==> config.mk <==
export PLATFORM = sky130hd
export DESIGN_NAME = uart_tx_mmio
export DESIGN_NICKNAME = d
export VERILOG_FILES = /design/src/rtl/mips_mmio_pkg.sv /design/src/rtl/uart_txfifo.sv /design/src/rtl/uart_tx_mmio.sv
export SDC_FILE = /design/constraint.sdc
export NUM_CORES = 1
export LEC_CHECK = 0
export ABC_AREA = 0
export BUFFER_PORTS_ARGS = -buffer_cell sky130_fd_sc_hd__buf_2
export CAP_MARGIN = 5
export CORE_UTILIZATION = 30
export CTS_CLUSTER_DIAMETER = 50
export DETAILED_ROUTE_END_ITERATION = 16
export GPL_TIMING_DRIVEN = 1
export PLACE_DENSITY = 0.55
export SLEW_MARGIN = 10
export SYNTH_ARGS = -nofsm -noshare
export SYNTH_HDL_FRONTEND = slang
export SYNTH_SLANG_ARGS = --single-unit
==> constraint.sdc <==
create_clock -name clk -period 4.6 [get_ports clk]
set_input_delay 0.23 -clock clk [delete_from_list [all_inputs] [get_ports clk]]
set_output_delay 0.23 -clock clk [all_outputs]
set_load 0.05 [all_outputs]
==> src/rtl/mips_mmio_pkg.sv <==
// Shared definitions for memory-mapped peripherals on the multicycle MIPS data bus:
// register offsets, STATUS bit positions and the UART transmit FSM encoding.
package mips_mmio_pkg;

    localparam logic [1:0] REG_TXDATA = 2'd0;
    localparam logic [1:0] REG_STATUS = 2'd1;

    localparam int STAT_BUSY      = 0;
    localparam int STAT_FULL      = 1;
    localparam int STAT_EMPTY     = 2;
    localparam int STAT_OVF       = 3;
    localparam int STAT_PAR       = 4;
    localparam int STAT_COUNT_LSB = 8;

    typedef enum logic [2:0] {
        TX_IDLE   = 3'd0,
        TX_START  = 3'd1,
        TX_DATA   = 3'd2,
        TX_PARITY = 3'd3,
        TX_STOP   = 3'd4
    } tx_state_e;

    function automatic logic even_parity(input logic [7:0] b);
        return ^b;
    endfunction

endpackage

==> src/rtl/uart_txfifo.sv <==
// Synchronous FIFO for the UART transmitter: push while full is dropped, pop while
// empty is ignored. Pointers wrap naturally because DEPTH is a power of two.
module uart_txfifo #(
    parameter  int WIDTH = 8,
    parameter  int DEPTH = 4,
    localparam int PW    = $clog2(DEPTH),
    localparam int CW    = PW + 1
) (
    input  logic             clk,
    input  logic             reset,
    input  logic             push_i,
    input  logic             pop_i,
    input  logic [WIDTH-1:0] wdata_i,
    output logic [WIDTH-1:0] rdata_o,
    output logic             full_o,
    output logic             empty_o,
    output logic [CW-1:0]    count_o
);

    logic [WIDTH-1:0] mem_q [DEPTH];
    logic [PW-1:0]    wr_ptr_q, wr_ptr_d;
    logic [PW-1:0]    rd_ptr_q, rd_ptr_d;
    logic [CW-1:0]    count_q, count_d;
    logic             push_ok;
    logic             pop_ok;

    assign full_o  = (count_q == CW'(DEPTH));
    assign empty_o = (count_q == '0);
    assign count_o = count_q;
    assign rdata_o = mem_q[rd_ptr_q];

    // Fullness is judged on the registered count, so a same-cycle pop never makes room.
    assign push_ok = push_i & ~full_o;
    assign pop_ok  = pop_i & ~empty_o;

    always_comb begin
        wr_ptr_d = wr_ptr_q;
        rd_ptr_d = rd_ptr_q;
        count_d  = count_q;
        if (push_ok) begin
            wr_ptr_d = wr_ptr_q + 1'b1;
        end
        if (pop_ok) begin
            rd_ptr_d = rd_ptr_q + 1'b1;
        end
        count_d = count_q + CW'(push_ok) - CW'(pop_ok);
    end

    always_ff @(posedge clk or posedge reset) begin
        if (reset) begin
            wr_ptr_q <= '0;
            rd_ptr_q <= '0;
            count_q  <= '0;
        end else begin
            wr_ptr_q <= wr_ptr_d;
            rd_ptr_q <= rd_ptr_d;
            count_q  <= count_d;
        end
    end

    always_ff @(posedge clk) begin
        if (push_ok) begin
            mem_q[wr_ptr_q] <= wdata_i;
        end
    end

endmodule

==> src/rtl/uart_tx_mmio.sv <==
// Memory-mapped 8N1 UART transmitter with a store-byte FIFO and combinational STATUS read.
// Optional even-parity bit compiled in with UART_TX_PARITY_EN.
//
// state     | meaning
// ----------+-------------------------------------------------------------
// TX_IDLE   | line high, waiting for a byte in the FIFO
// TX_START  | start bit (low) for one bit period
// TX_DATA   | data bits 0..7, LSB first, one bit period each
// TX_PARITY | even parity over the data byte (only with UART_TX_PARITY_EN)
// TX_STOP   | stop bit (high); chains straight into the next START if data waits
module uart_tx_mmio
    import mips_mmio_pkg::*;
#(
    parameter logic [31:0] BASE_ADDR    = 32'hFFFF_FF00,
    parameter int          CLKS_PER_BIT = 16,
    parameter int          FIFO_DEPTH   = 4
) (
    input  logic        clk,
    input  logic        reset,
    input  logic [31:0] adr,
    input  logic [31:0] writedata,
    input  logic        memwrite,
    output logic        hit,
    output logic [31:0] rdata,
    output logic        tx
);

    localparam int                CNTW     = $clog2(CLKS_PER_BIT);
    localparam int                FCW      = $clog2(FIFO_DEPTH) + 1;
    localparam logic [CNTW-1:0]   CNT_LAST = CNTW'(CLKS_PER_BIT - 1);

    tx_state_e         state_q, state_d;
    logic [CNTW-1:0]   cnt_q, cnt_d;
    logic [2:0]        bit_q, bit_d;
    logic [7:0]        shift_q, shift_d;
    logic              tx_q, tx_d;
    logic              ovf_q, ovf_d;

    logic [1:0]        reg_sel;
    logic              wr_en;
    logic              push;
    logic              pop;
    logic              bit_last;
    logic [7:0]        fifo_rdata;
    logic              fifo_full;
    logic              fifo_empty;
    logic [FCW-1:0]    fifo_count;
    logic [31:0]       status;
    logic              unused_ok;

    assign hit      = (adr[31:4] == BASE_ADDR[31:4]);
    assign reg_sel  = adr[3:2];
    assign wr_en    = hit & memwrite;
    assign push     = wr_en & (reg_sel == REG_TXDATA);
    assign unused_ok = ^{adr[1:0], writedata[31:8], writedata[7:4], writedata[2:0]};

    uart_txfifo #(
        .WIDTH (8),
        .DEPTH (FIFO_DEPTH)
    ) u_txfifo (
        .clk     (clk),
        .reset   (reset),
        .push_i  (push),
        .pop_i   (pop),
        .wdata_i (writedata[7:0]),
        .rdata_o (fifo_rdata),
        .full_o  (fifo_full),
        .empty_o (fifo_empty),
        .count_o (fifo_count)
    );

    // A dropped push sets overflow even if software clears it in the same cycle.
    always_comb begin
        ovf_d = ovf_q;
        if (wr_en && (reg_sel == REG_STATUS) && writedata[STAT_OVF]) begin
            ovf_d = 1'b0;
        end
        if (push && fifo_full) begin
            ovf_d = 1'b1;
        end
    end

    assign bit_last = (cnt_q == CNT_LAST);

    always_comb begin
        state_d = state_q;
        cnt_d   = cnt_q + 1'b1;
        bit_d   = bit_q;
        shift_d = shift_q;
        pop     = 1'b0;
        tx_d    = 1'b1;

        case (state_q)
            TX_IDLE: begin
                cnt_d = '0;
                if (!fifo_empty) begin
                    pop     = 1'b1;
                    shift_d = fifo_rdata;
                    bit_d   = '0;
                    state_d = TX_START;
                end
            end
            TX_START: begin
                if (bit_last) begin
                    cnt_d   = '0;
                    bit_d   = '0;
                    state_d = TX_DATA;
                end
            end
            TX_DATA: begin
                if (bit_last) begin
                    cnt_d = '0;
                    if (bit_q == 3'd7) begin
                        bit_d = '0;
`ifdef UART_TX_PARITY_EN
                        state_d = TX_PARITY;
`else
                        state_d = TX_STOP;
`endif
                    end else begin
                        bit_d = bit_q + 1'b1;
                    end
                end
            end
`ifdef UART_TX_PARITY_EN
            TX_PARITY: begin
                if (bit_last) begin
                    cnt_d   = '0;
                    bit_d   = '0;
                    state_d = TX_STOP;
                end
            end
`endif
            TX_STOP: begin
                if (bit_last) begin
                    cnt_d = '0;
                    bit_d = '0;
                    if (!fifo_empty) begin
                        pop     = 1'b1;
                        shift_d = fifo_rdata;
                        state_d = TX_START;
                    end else begin
                        state_d = TX_IDLE;
                    end
                end
            end
            default: begin
                cnt_d   = '0;
                bit_d   = '0;
                state_d = TX_IDLE;
            end
        endcase

        // tx is registered from the next state so the line changes on the same edge as the FSM.
        case (state_d)
            TX_START:  tx_d = 1'b0;
            TX_DATA:   tx_d = shift_d[bit_d];
`ifdef UART_TX_PARITY_EN
            TX_PARITY: tx_d = even_parity(shift_d);
`endif
            default:   tx_d = 1'b1;
        endcase
    end

    always_ff @(posedge clk or posedge reset) begin
        if (reset) begin
            state_q <= TX_IDLE;
            cnt_q   <= '0;
            bit_q   <= '0;
            shift_q <= '0;
            tx_q    <= 1'b1;
            ovf_q   <= 1'b0;
        end else begin
            state_q <= state_d;
            cnt_q   <= cnt_d;
            bit_q   <= bit_d;
            shift_q <= shift_d;
            tx_q    <= tx_d;
            ovf_q   <= ovf_d;
        end
    end

    assign tx = tx_q;

    always_comb begin
        status                             = '0;
        status[STAT_BUSY]                  = (state_q != TX_IDLE);
        status[STAT_FULL]                  = fifo_full;
        status[STAT_EMPTY]                 = fifo_empty;
        status[STAT_OVF]                   = ovf_q;
`ifdef UART_TX_PARITY_EN
        status[STAT_PAR]                   = 1'b1;
`endif
        status[STAT_COUNT_LSB +: 8]        = 8'(fifo_count);
    end

    assign rdata = (hit && (reg_sel == REG_STATUS)) ? status : 32'h0;

endmodule

Word level (Yosys, flattened, before mapping)
Memory sizes are Yosys's and may differ from the RTL's.
Index checks and enable logic that the tools add are counted.
- add/subtract/negate cells: 6
- bitwise logic cells: 6
- reduce and logical (&&, ||, !) cells: 11
- $lt $le $gt $ge: 1
- equality and inequality tests: 10
- muxes and demuxes: 28
- operator list (cell ; count):
    equality test 28 bit, second input constant ; 1
    2-to-1 mux 3 bit ; 9
    2-to-1 mux 8 bit ; 2
    one-hot mux 8 bit (2 select lines) ; 1
    one-hot mux 3 bit (4 select lines) ; 1
    2-to-1 mux 11 bit ; 1
    equality test 3 bit, second input constant ; 3
    one-hot mux 3 bit (3 select lines) ; 1
    2-to-1 mux 1 bit ; 8
    2-to-1 mux 4 bit ; 2
    equality test 3 x 1 -> 1 bit, second input constant ; 2
    equality test 3 x 2 -> 1 bit, second input constant ; 2
    zero test 3 bit ; 2
    adder 2 x 1 -> 2 bit, second input constant ; 2
    adder 4 x 1 -> 4 bit, second input constant ; 1
    bitwise AND 1 bit ; 4
    equality test 4 bit, second input constant ; 1
    logical AND 1 bit ; 4
    < comparator 3 x 4 -> 1 bit, second input constant ; 1
    one-hot mux 1 bit (2 select lines) ; 2
    adder 3 x 1 -> 3 bit ; 1
    adder 3 x 1 -> 3 bit, second input constant ; 1
    binary-select mux 1 bit (select 3 bit) ; 1
    nonzero test 3 bit ; 1
    7 further kinds ; 8
- register bits after elaboration: 27
- memories: 1
- output and inout bits: 34
- input bits: 67
- memory bits (writable): 32
- logic and storage cells: 72
- memories (name ; words ; width ; rd ports ; clocked after memory_dff ; wr ports ; RTL line ; RTL):
    u_txfifo.mem_q ; 4 ; 8 ; 1 ; 0 ; 1 ; uart_txfifo.sv:20 ; logic [WIDTH-1:0] mem_q [DEPTH];

Logic depth before layout (Yosys ltp)
Gate-level depths: netlist (run 1).
- depth in word-level cells: 7
- mapped depth: 11
- gate-level depth less buffers: 10

Cells and area by module
From an unflattened synthesis (run 1), not the netlist that was laid out.
- cell total of the unflattened synthesis: 225
- area, all modules: 3016.6 µm²
- modules (own cells, without submodules) (module ; cells an instance ; area each (µm²) ; times used ; seq. area each (µm²)):
    uart_txfifo ; 84 ; 1626.6 ; 1 ; 1136.1
    uart_tx_mmio ; 141 ; 1390.1 ; 1 ; 501.7

Worst setup path after synthesis (run 1)
No wires, ideal clock.
- path type: register to register
- start: reg cnt_q[0]
- end: reg u_txfifo.count_q[2], in the netlist u_txfifo.count_o[2]
- cell stages (with the launch flop): 12
- path slack: 2.009 ns
- arrival time: 2.464 ns
- setup time: 0.127 ns
- required time: 4.473 ns
- path buffers: 1
- period minus slack after synthesis: 2.591 ns
- cell sequence: dfrtp_1 -> ha_1 -> nand3_4 -> a2111oi_2 -> buf_6 -> ha_1 -> inv_1 -> ha_1 -> inv_1 -> fa_1 -> xnor2_1 -> xnor2_1
- word-level cells in the longest chain between the ends: 5
- ends and longest elaborated chain (element ; RTL line ; RTL):
    from (decl) ; uart_tx_mmio.sv:33 ; logic [CNTW-1:0] cnt_q, cnt_d;
    from (signal assigned) ; uart_tx_mmio.sv:175 ; cnt_q <= cnt_d;
    equality test 4 bit ; uart_tx_mmio.sv:83 ; assign bit_last = (cnt_q == CNT_LAST);
    2-to-1 mux 1 bit ; uart_tx_mmio.sv:135 ; if (bit_last) begin
    one-hot mux 1 bit (2 select lines) ; uart_tx_mmio.sv:93 ; case (state_q)
    bitwise AND 1 bit ; uart_txfifo.sv:34 ; assign pop_ok = pop_i & ~empty_o;
    net u_txfifo.pop_ok ; uart_txfifo.sv:25 ; logic pop_ok;
    subtractor 3 x 1 -> 3 bit ; uart_txfifo.sv:46 ; count_d = count_q + CW'(push_ok) - CW'(pop_ok);
    net u_txfifo.count_d[2] ; uart_txfifo.sv:23 ; logic [CW-1:0] count_q, count_d;
    to (signal assigned) ; uart_txfifo.sv:57 ; count_q <= count_d;
    to (decl) ; uart_txfifo.sv:23 ;
The timed path passes the listed nets, and every way through them passes these cells.
A chain may end at the register's enable or synchronous reset.

Worst setup path after layout (run 1)
- start: reg cnt_q[0]
- end: reg u_txfifo.count_q[2], in the netlist u_txfifo.count_o[2]
- word-level cells in the longest chain between the ends: 5
- ends and longest elaborated chain (element ; RTL line):
    equality test 4 bit ; uart_tx_mmio.sv:83
    2-to-1 mux 1 bit ; uart_tx_mmio.sv:135
    one-hot mux 1 bit (2 select lines) ; uart_tx_mmio.sv:93
    bitwise AND 1 bit ; uart_txfifo.sv:34
    subtractor 3 x 1 -> 3 bit ; uart_txfifo.sv:46
    net u_txfifo.count_d[2] ; uart_txfifo.sv:23
The timed path passes the listed nets, and every way through them passes these cells.

==> summary.txt, run 1 <==
Status
  – Outcome: completed

Worst setup path
  – Critical setup path kind: flip-flop to flip-flop
  – Worst setup startpoint: cnt_q[0]
  – CP max FO: 11
  – R2R depth: 11
  – CP endpoint kind: flip-flop
  – Worst Path Arrival: 3000 ps
  – R2r startpoint: cnt_q[0]
  – Worst setup SP type: flip-flop
  – CP Data Required Time: 4860 ps

Place
  – PortBufs: 49
  – DP HPWL: 3691 um
  – Gp weighted congestion: 0.7492
  – Setup WS pre-CTS: 1722 ps
  – DP Area: 3301 um^2

GRT
  – Grt total ovfl: 0
  – First-pass GRT wire length: 8721 um
  – Initial antenna violation count: 0
  – Number of global-route vias before repair: 1817
  – Total global-route track usage: 0.1135
  – Largest net degree at the start of global routing: 28

Route
  – DR iter-0 viols: 38
  – DRC: 0
  – Vias: 1785
  – Vias per cell: 4.291
  – Final ANT Viol Nets: 0
  – Final WL: 5198 um
  – First-pass detailed-route iteration total: 4
  – Drt wl/cell: 12.50 um

Die
  – Die span in y: 102.2 um
  – Die area: 10430 um^2
  – Row count: 36
  – Die width: 102.2 um
  – Std-Cell Core Area: 9729 um^2
  – Initial core utilization: 0.3093
  – Number of I/O pins: 101

Synthesis
  – Syn. warnings: 0
  – Gate count after technology mapping: 227
  – #FFs+latches synth: 59
  – Prevailing post-synth register cell: edfxtp_1
  – Number of flops mapped to enable cells by yosys: 32
  – Synthesized area per cell: 13.26 um^2
  – Seq/Total Area, Yosys: 0.5443
  – Post-synth top area share: 0.3193
  – Synth top area cells: edfxtp_1 32%, dfrtp_1 22%, buf_4 6.2%
  – Netlist Area Pre-Place: 3009 um^2
  – Synth area leader: edfxtp_1
  – Post-synth ARST share: 0.4576
  – Unique masters post-synth: 48

Final layout
  – Area occupied by multi-input gates: 1202 um^2
  – Fillcell total: 972
  – Total inserted antenna cells: 0
  – Commonest non-fill, non-tap cell in the layout: buf_2
  – Synthesis-to-finish area growth: 16.38%
  – Most frequent cells in the layout: 49 x buf_2, 32 x edfxtp_1, 26 x dfrtp_1
  – Final nets: 355
  – Sequential Area: 1638 um^2
  – Layout cells sized above 1: 0.3251
  – Post-route cell area: 3502 um^2

STA
  – Clock Skew: 9.248 ps
  – Worst slew pin tran: 1026 ps
  – RSZ-0062 raised after global routing: no
  – Fmax: 0.3658 GHz
  – TNS Setup: 0 ps
  – Period Utilization, post-route: 0.5943
  – Final Max Slew Viols: 0
  – Fin crit period: 2734 ps
  – Hold Vio Cnt, Final: 0
  – Final worst setup slack: 1866 ps
  – Final setup violating endpoints: 0
  – Slew HR: 0.3151

Pwr
  – P per Cell Area: 340.8 nW/um^2
  – Lkg Pwr: 1.457 nW
  – Pwr Total: 1.193 mW
  – Peak VDD IR: 329.0 uV

Clock network
  – Setup repair bufs after CTS: 0
  – CTS Buffer Depth: 2
  – H-Tree Depth: 3
  – Clock Pin Slew Worst Setup and Hold Paths: 80 ps
  – CTS sink count: 59
  – Post_cts resized: 0
  – CTS Root Cell: clkbuf_8
  – CTS Buf Count: 9
  – CTS tree: built
  – Clock Latency Late Sink: 340 ps
  – Hold Buf Count CTS: 0

Hold path
  – Hold path startpoint: writedata[4]
  – Hold Crit Depth: 1
  – Worst hold path class: input port to flip-flop

Flow run
  – Max Cap Viol: 0
## registers in the layout, summed over array words and instances, names as in the netlist
register	flops
u_txfifo.rd_ptr_q	2
shift_q	8
ovf_q	1
u_txfifo.count_o	3
tx	1
cnt_q	4
bit_q	3
state_q	3
u_txfifo.wr_ptr_q	2
u_txfifo.mem_q	32
## metrics by stage
stage | hold WS, ps | std cells | utilization
final | 97.77 | 416 | 0.3600
after global routing | 70.21 | 416 | 0.3600
after CTS | 75.58 | 416 | 0.3600
after detailed placement | 452.9 | 400 | 0.3392
after global placement | 443.8 | 400 | 0.3392
after floorplan | 282.0 | 251 | -
## metal layers
| layer | part of all wire | up-vias | GRT usage |
|---|---|---|---|
| li1 | - | 877 | - |
| met1 | 0.43 | 863 | 0.1288 |
| met2 | 0.52 | 41 | 0.1890 |
| met3 | 0.042 | 4 | 0.05062 |
| met4 | 0.0071 | 0 | 0.04176 |
| met5 | 0 | - | 0 |
## worst max-delay path, stage by stage (launching register included)
cell	delay, ps
dfrtp_1	370
ha_1	300
nand3_4	160
a2111oi_4	360
buf_4	270
ha_1	260
inv_1	60
ha_1	130
inv_1	50
fa_1	370
xnor2_1	190
xnor2_1	130
## kinds of logic after synthesis
family | synth area share
flip-flops | 0.5443
AND/OR/NAND/NOR | 0.1114
buffers and inverters | 0.09023
multiplexers | 0.1256
AO/OA/AOI/OAI | 0.05987
adder cells (fa/ha/maj) | 0.04408
XOR/XNOR | 0.02329
other | 0.001246
## synthesized netlist by cell type (2+ instances only)
cell	count
mux2_4	7
ha_1	9
xor2_1	3
and2_1	4
buf_4	25
nand4_1	5
buf_1	2
xnor2_1	5
clkbuf_1	5
o21ai_1	5
inv_1	11
mux2_2	2
mux2i_1	7
nor2_1	15
and3_1	5
or4b_1	2
nor3_1	5
nand2_1	9
mux4_2	8
nand4b_1	2
nor3b_1	2
edfxtp_1	32
dfrtp_1	26
a21oi_1	7
## power by group
| part | switching, mW | internal [mW] | leakage, nW |
|---|---|---|---|
| Clock | 0.222 | 0.253 | 0.0998 |
| Combinational | 0.0760 | 0.0507 | 0.707 |
| Sequential | 0.00849 | 0.583 | 0.651 |
| Total | 0.307 | 0.887 | 1.46 |
## cell type report
cell class              count  area share
clock inverters             7     0.02215
clock buffers               9     0.03537
flip-flops and latches     59      0.4677
well taps                 133     0.04752
multi-input cells         147      0.3433
repair buffers             50     0.07217
inverters                  11     0.01179
## path summary, 6_finish.rpt
check	end	slack, ps
setup / recovery	u_txfifo.count_o[2]	1870
hold / removal	u_txfifo.mem_q[2][4]	100
setup reg to reg	u_txfifo.count_o[2]	1870
hold reg to reg	cnt_q[0]	480
max in group asynchronous	bit_q[2]	3850
min in group asynchronous	u_txfifo.wr_ptr_q[0]	120
Power figures use the tool's default switching activity.
==> inputs of run 2 (changes only) <==
- PLACE_DENSITY: 0.55 -> 0.57
- clock period: 4.6 -> 2.5 ns (I/O delays scaled with it)
==> run 2 against run 1 <==
Net effect:
- total power grew 77%
- critical endpoint unchanged
- clock skew fell by 0.86 ps
- final area up 8.4%
- combinational power grew 94%
- count of clock-buffer cells in the layout rose by 1
- fmax up 18%
- first-iteration DRC count increased by 55%
- cell count up 7.2%
- utilization up 3.0 points
- largest power group unchanged
- critical path type unchanged
- global-route usage up 0.29 points
- non-clock buffer count is 30 higher
==> summary.txt, run 2 (synthesis results as in run 1) <==
Status
  – Outcome: completed (unchanged)

Clock network
  – CTS Root Cell: clkbuf_8 (unchanged)
  – CTS Buf Count: 9 (unchanged)
  – CTS sink count: 59 (unchanged)
  – CTS Buffer Depth: 2 (unchanged)
  – CTS tree: built (unchanged)
  – Clock Pin Slew Worst Setup and Hold Paths: 70 ps (was 80 ps)
  – H-Tree Depth: 3 (unchanged)
  – Clock Latency Late Sink: 340 ps (about the same)

Final layout
  – Synthesis-to-finish area growth: 26.20% (was 16.38%)
  – Most frequent cells in the layout: 49 x buf_2, 32 x edfxtp_1, 26 x dfrtp_1 (unchanged)
  – Final nets: 385 (was 355)
  – Total inserted antenna cells: 0 (unchanged)
  – Reg with most FFs: u_txfifo.mem_q (unchanged)
  – Commonest non-fill, non-tap cell in the layout: buf_2 (unchanged)
  – Layout cells sized above 1: 0.3674 (was 0.3251)
  – Largest registers: u_txfifo.mem_q (32), shift_q (8), cnt_q (4) (unchanged)
  – Largest register FFs: 32 (unchanged)
  – Finished Layout Cells: 446 (was 416)
  – Post-route cell area: 3797 um^2 (was 3502 um^2)

Route
  – M1 wire length: 2423 um (was 2233 um)
  – DR top layer: met4 (unchanged)
  – Final ANT Viol Nets: 0 (unchanged)
  – DR iter-0 viols: 59 (was 38)
  – Final WL: 5369 um (was 5198 um)
  – First-pass detailed-route iteration total: 4 (unchanged)
  – Drt wl/cell: 12.04 um (was 12.50 um)
  – DRC: 0 (unchanged)
  – Vias per cell: 4.287 (was 4.291)
  – Met3 wire len: 201 um (was 220 um)
  – Vias: 1912 (was 1785)
  – Met2 WL: 2689 um (was 2707 um)

GRT
  – Initial antenna violation count: 0 (unchanged)
  – First-pass GRT wire length: 9087 um (was 8721 um)
  – Grt total ovfl: 0 (unchanged)
  – Total global-route track usage: 0.1164 (was 0.1135)
  – Largest net degree at the start of global routing: 28 (unchanged)
  – Number of global-route vias before repair: 1889 (was 1817)

Worst setup path
  – CP max FO: 5 (was 11)
  – R2R depth: 10 (was 11)
  – CP endpoint kind: flip-flop (unchanged)
  – Worst reg2reg endpoint: u_txfifo.count_o[2] (unchanged)
  – Critical setup path kind: flip-flop to flip-flop (unchanged)
  – Worst setup SP type: flip-flop (unchanged)
  – R2r setup slk: 180 ps (was 1870 ps)
  – R2r startpoint: cnt_q[1] (was cnt_q[0])
  – CP Data Required Time: 2730 ps (was 4860 ps)
  – Worst Path Arrival: 2540 ps (was 3000 ps)

Hold path
  – Hold Crit Depth: 1 (unchanged)
  – Hold path startpoint: writedata[3] (was writedata[4])
  – Worst hold path class: input port to flip-flop (unchanged)
  – Min-Delay Endpoint: u_txfifo.mem_q[1][3] (was u_txfifo.mem_q[2][4])

Die
  – Initial core utilization: 0.3093 (unchanged)
  – Die area: 10430 um^2 (unchanged)
  – Number of I/O pins: 101 (unchanged)
  – Die span in y: 102.2 um (unchanged)
  – Die width: 102.2 um (unchanged)
  – Std-Cell Core Area: 9729 um^2 (unchanged)
  – Row count: 36 (unchanged)

Place
  – DP HPWL: 3761 um (was 3691 um)
  – PortBufs: 49 (unchanged)
  – Setup WS pre-CTS: 6.101 ps (was 1722 ps)
  – Gp weighted congestion: 0.7905 (was 0.7492)
  – DP Area: 3473 um^2 (was 3301 um^2)
  – Dpl cells: 416 (was 400)

Pwr
  – P per Cell Area: 555.3 nW/um^2 (was 340.8 nW/um^2)
  – Lkg Pwr: 1.597 nW (was 1.457 nW)
  – Peak VDD IR: 418.9 uV (was 329.0 uV)

STA
  – Fmax: 0.4315 GHz (was 0.3658 GHz)
  – Period Utilization, post-route: 0.9270 (was 0.5943)
  – Final Max Slew Viols: 0 (unchanged)
  – Final worst setup slack: 182.5 ps (was 1866 ps)
  – Fin crit period: 2318 ps (was 2734 ps)
  – TNS Setup: 0 ps (unchanged)
  – Hold Vio Cnt, Final: 0 (unchanged)
  – Clock Skew: 8.384 ps (was 9.248 ps)
  – RSZ-0062 raised after global routing: no (unchanged)
  – Final setup violating endpoints: 0 (unchanged)

Flow run
  – Max Cap Viol: 0 (unchanged)
run 2: cell types whose count changed in the layout (fill, tap and decap cells not counted), sizes merged:
cell and change:
inv +1, clkbuf +1, clkinv -2, dlygate4sd3 +8, bufinv -1, clkinvlp +1, buf +22
run 2: worst max-delay path by stage:
stage	cells after the start	start	to	slack (ps)
after floorplan	11	cnt_q[0]	u_txfifo.count_o[2]	10
after global placement	10	adr[5]	u_txfifo.count_o[2]	20
after detailed placement	10	adr[5]	u_txfifo.count_o[2]	6
after CTS	10	cnt_q[0]	u_txfifo.count_o[2]	50
after global routing	9	cnt_q[1]	tx	9
final	10	cnt_q[1]	u_txfifo.count_o[2]	180
run 2: cell type report:
| cell class | count | area [um^2] |
|---|---|---|
| clock buffer | 10 | 127.6 |
| clock inverter | 6 | 50.05 |
| fill | 964 | 5932 |
| inverter | 11 | 41.29 |
| multi-input combinational | 147 | 1222 |
| sequential | 59 | 1638 |
| tap | 133 | 166.4 |
| timing repair buffer | 80 | 551.8 |
run 2: critical path, stage by stage (launching register included):
cell and delay [ps]:
dfrtp_1 390, ha_4 190, nand3_4 90, a2111oi_4 330, ha_1 290, inv_1 50
ha_1 130, inv_1 50, fa_1 410, xnor2_2 160, xnor2_1 120
run 2: metrics by stage:
stage	power [mW]	utilization	hold slack, ps
finish	2.109	0.3903	41.12
CTS	2.142	0.3835	25.46
global placement	1.340	0.3570	212.4
global route	2.206	0.3903	31.38
detailed placement	1.344	0.3570	217.3
floorplan	1.315	-	177.0
run 2: timing repair:
item,in CTS,in global routing
endpoints found under the hold margin,53,0
endpoints found under the setup margin,0,2
hold buffers,8,0
setup buffers,0,6
resized for setup,0,3
run 2: power breakdown:
| part | internal [mW] | switching [mW] | leakage, nW | total [mW] |
|---|---|---|---|---|
| Combinational | 0.103 | 0.144 | 0.863 | 0.247 |
| Sequential | 1.07 | 0.0153 | 0.651 | 1.09 |
| Clock | 0.369 | 0.405 | 0.0835 | 0.774 |
run 2: metal layers:
layer  GRT usage  vias up
met5           0        -
met4     0.03297        0
met3     0.04309        6
met2      0.1972       42
met1      0.1388      921
li1            -      943
==> inputs of run 3 (changes only) <==
- CORE_UTILIZATION: 30 -> 50
- PLACE_DENSITY: 0.57 -> 0.82
- clock period: 2.5 -> 2.4 ns (I/O delays scaled with it)
==> run 3 against run 2 <==
Net effect:
- via count up 1.6%
- first-iteration DRC count increased by 85%
- die area decreased by 39%
- final area shrank 1.1%
- cell count is 14% lower
- sequential share of layout area rose by 0.47 points
- setup slack lost 110 ps
- worst hold slack lost 27 ps
- wire length up 3.7%
- fmax decreased by 0.29%
- non-clock buffer count down 2
- clock power increased by 30%
- highest routed layer unchanged
==> summary.txt, run 3 (synthesis results as in run 1) <==
STA
  – Worst hold slack: 13.69 ps (was 41.12 ps)
  – Final setup violating endpoints: 0 (unchanged)
  – Fin crit period: 2324 ps (was 2318 ps)
  – TNS Setup: 0 ps (unchanged)
  – RSZ-0062 raised after global routing: yes (was no)
  – Fmax: 0.4302 GHz (was 0.4315 GHz)
  – Final worst setup slack: 75.64 ps (was 182.5 ps)
  – Hold Vio Cnt, Final: 0 (unchanged)
  – Clock Skew: 10.33 ps (was 8.384 ps)
  – Period Utilization, post-route: 0.9685 (was 0.9270)
  – Final Max Slew Viols: 0 (unchanged)

Route
  – Vias: 1943 (was 1912)
  – DR iter-0 viols: 109 (was 59)
  – Vias per cell: 5.073 (was 4.287)
  – Drt wl/cell: 14.54 um (was 12.04 um)
  – DRC: 0 (unchanged)
  – First-pass detailed-route iteration total: 4 (unchanged)
  – Final WL: 5568 um (was 5369 um)
  – Final ANT Viol Nets: 0 (unchanged)

Place
  – Dpl cells: 355 (was 416)
  – Setup WS pre-CTS: -73.19 ps (was 6.101 ps)
  – PortBufs: 49 (unchanged)
  – DP HPWL: 3744 um (was 3761 um)
  – Gp weighted congestion: 0.7688 (was 0.7905)

GRT
  – First-pass GRT wire length: 9266 um (was 9087 um)
  – Total global-route track usage: 0.2001 (was 0.1164)
  – Largest net degree at the start of global routing: 28 (unchanged)
  – Grt total ovfl: 0 (unchanged)
  – Initial antenna violation count: 0 (unchanged)
  – Number of global-route vias before repair: 1922 (was 1889)

Pwr
  – Lkg Pwr: 1.609 nW (was 1.597 nW)
  – P per Cell Area: 639.9 nW/um^2 (was 555.3 nW/um^2)
  – Peak VDD IR: 477.6 uV (was 418.9 uV)

Final layout
  – Layout cells sized above 1: 0.3762 (was 0.3674)
  – Finished Layout Cells: 383 (was 446)
  – Total inserted antenna cells: 0 (unchanged)
  – Reg with most FFs: u_txfifo.mem_q (unchanged)
  – Final nets: 383 (was 385)
  – Largest registers: u_txfifo.mem_q (32), shift_q (8), cnt_q (4) (unchanged)
  – Synthesis-to-finish area growth: 24.82% (was 26.20%)
  – Final core occ: 0.6658 (was 0.3903)
  – Largest register FFs: 32 (unchanged)
  – Commonest non-fill, non-tap cell in the layout: buf_2 (unchanged)
  – Most frequent cells in the layout: 49 x buf_2, 32 x edfxtp_1, 26 x dfrtp_1 (unchanged)

Hold path
  – Hold Crit Depth: 1 (unchanged)
  – Worst hold path class: input port to flip-flop (unchanged)
  – Hold path startpoint: writedata[3] (unchanged)

Die
  – Row count: 27 (was 36)
  – Std-Cell Core Area: 5642 um^2 (was 9729 um^2)
  – Die width: 79.58 um (was 102.2 um)
  – Die area: 6332 um^2 (was 10430 um^2)
  – Initial core utilization: 0.5334 (was 0.3093)
  – Number of I/O pins: 101 (unchanged)
  – Die span in y: 79.58 um (was 102.2 um)

Worst setup path
  – Worst Path Arrival: 2560 ps (was 2540 ps)
  – Crit-path cells: ha_4 -> nand3_4 -> a2111oi_4 -> ha_1 -> inv_1 -> ha_1 -> inv_2 -> fa_2 -> xnor2_2 -> xnor2_1 (was ha_4 -> nand3_4 -> a2111oi_4 -> ha_1 -> inv_1 -> ha_1 -> inv_1 -> fa_1 -> xnor2_2 -> xnor2_1)
  – CP max FO: 5 (unchanged)
  – CP endpoint kind: flip-flop (unchanged)
  – R2r startpoint: cnt_q[0] (was cnt_q[1])
  – CP max stage delay: 400 ps (was 410 ps)
  – R2R depth: 10 (unchanged)
  – Most common cell on crit path: ha_1
  – CP Data Required Time: 2630 ps (was 2730 ps)
  – Critical setup path kind: flip-flop to flip-flop (unchanged)
  – Worst setup SP type: flip-flop (unchanged)
  – Worst setup startpoint: cnt_q[0] (was cnt_q[1])
  – Slowest stage cell, crit path: dfrtp_1 (was fa_1)

Status
  – Outcome: completed (unchanged)

Flow run
  – Max Cap Viol: 0 (unchanged)

Clock network
  – Clock Pin Slew Worst Setup and Hold Paths: 70 ps (about the same)
  – CTS Root Cell: clkbuf_8 (unchanged)
  – Clock Latency Late Sink: 340 ps (about the same)
  – CTS Buffer Depth: 2 (unchanged)
  – CTS sink count: 59 (unchanged)
  – CTS tree: built (unchanged)
  – H-Tree Depth: 3 (unchanged)
  – CTS Buf Count: 9 (unchanged)
-- run 3: cell count changes in the layout (fill, tap and decap cells not counted) --
cell | previous run | this run
buf_6 | 1 | 0
bufinv_16 | 0 | 2
clkbuf_1 | 1 | 0
dlygate4sd3_1 | 8 | 7
fa_1 | 1 | 0
fa_2 | 0 | 1
inv_1 | 11 | 10
inv_2 | 0 | 1
inv_6 | 2 | 1
nor3b_2 | 1 | 0
nor3b_4 | 0 | 1
-- run 3: worst max-delay path, delay by kind of cell, from the launching register on --
family	cells	cell delay (ps)
AOI/OAI and AO/OA	1	390
xor gates and xnor gates	2	270
adders and majority gates	4	960
buffers and inverters	2	100
and+or+nand+nor	1	90
DFF	1	400
-- run 3: final cells by class --
| cell class | count | area, um^2 |
|---|---|---|
| clock buffer | 9 | 123.9 |
| clock inverter | 7 | 101.3 |
| fill | 398 | 1886 |
| inverter | 11 | 41.29 |
| multi-input combinational | 147 | 1231 |
| sequential | 59 | 1638 |
| tap | 72 | 90.09 |
| timing repair buffer | 78 | 530.5 |
-- run 3: through the flow --
step / power [mW] / cell area (um^2)
after floorplan: 1.370 / 3131
after global placement: 1.393 / 3413
after detailed placement: 1.399 / 3413
after CTS: 2.424 / 3709
after global routing: 2.493 / 3756
final: 2.404 / 3756
-- run 3: path summary, 6_finish.rpt --
check / endpoint / slack [ps]
max in group asynchronous: tx / 1690
max reg2reg: u_txfifo.count_o[2] / 80
min: u_txfifo.mem_q[1][3] / 10
min reg2reg: shift_q[5] / 500
max: u_txfifo.count_o[2] / 80
min in group asynchronous: shift_q[2] / 410
-- run 3: per-layer routing --
layer  share of wire  global-route usage
met2            0.51              0.3256
met1            0.42              0.2448
met5               0                   0
met4           0.032              0.1000
met3           0.038             0.05371
-- run 3: where the power goes --
| part | internal, mW | switching, mW | total, mW |
|---|---|---|---|
| combinational | 0.106 | 0.150 | 0.256 |
| sequential | 1.12 | 0.0158 | 1.13 |
| clock | 0.591 | 0.424 | 1.01 |
| total | 1.81 | 0.590 | 2.40 |
-- run 3: repair_timing --
item / CTS / global route
endpoints found under the hold margin: 50 / 0
setup buffers: 0 / 5
endpoints found under the setup margin: 0 / 2
hold buffers: 7 / 0
gates resized for setup: 0 / 3
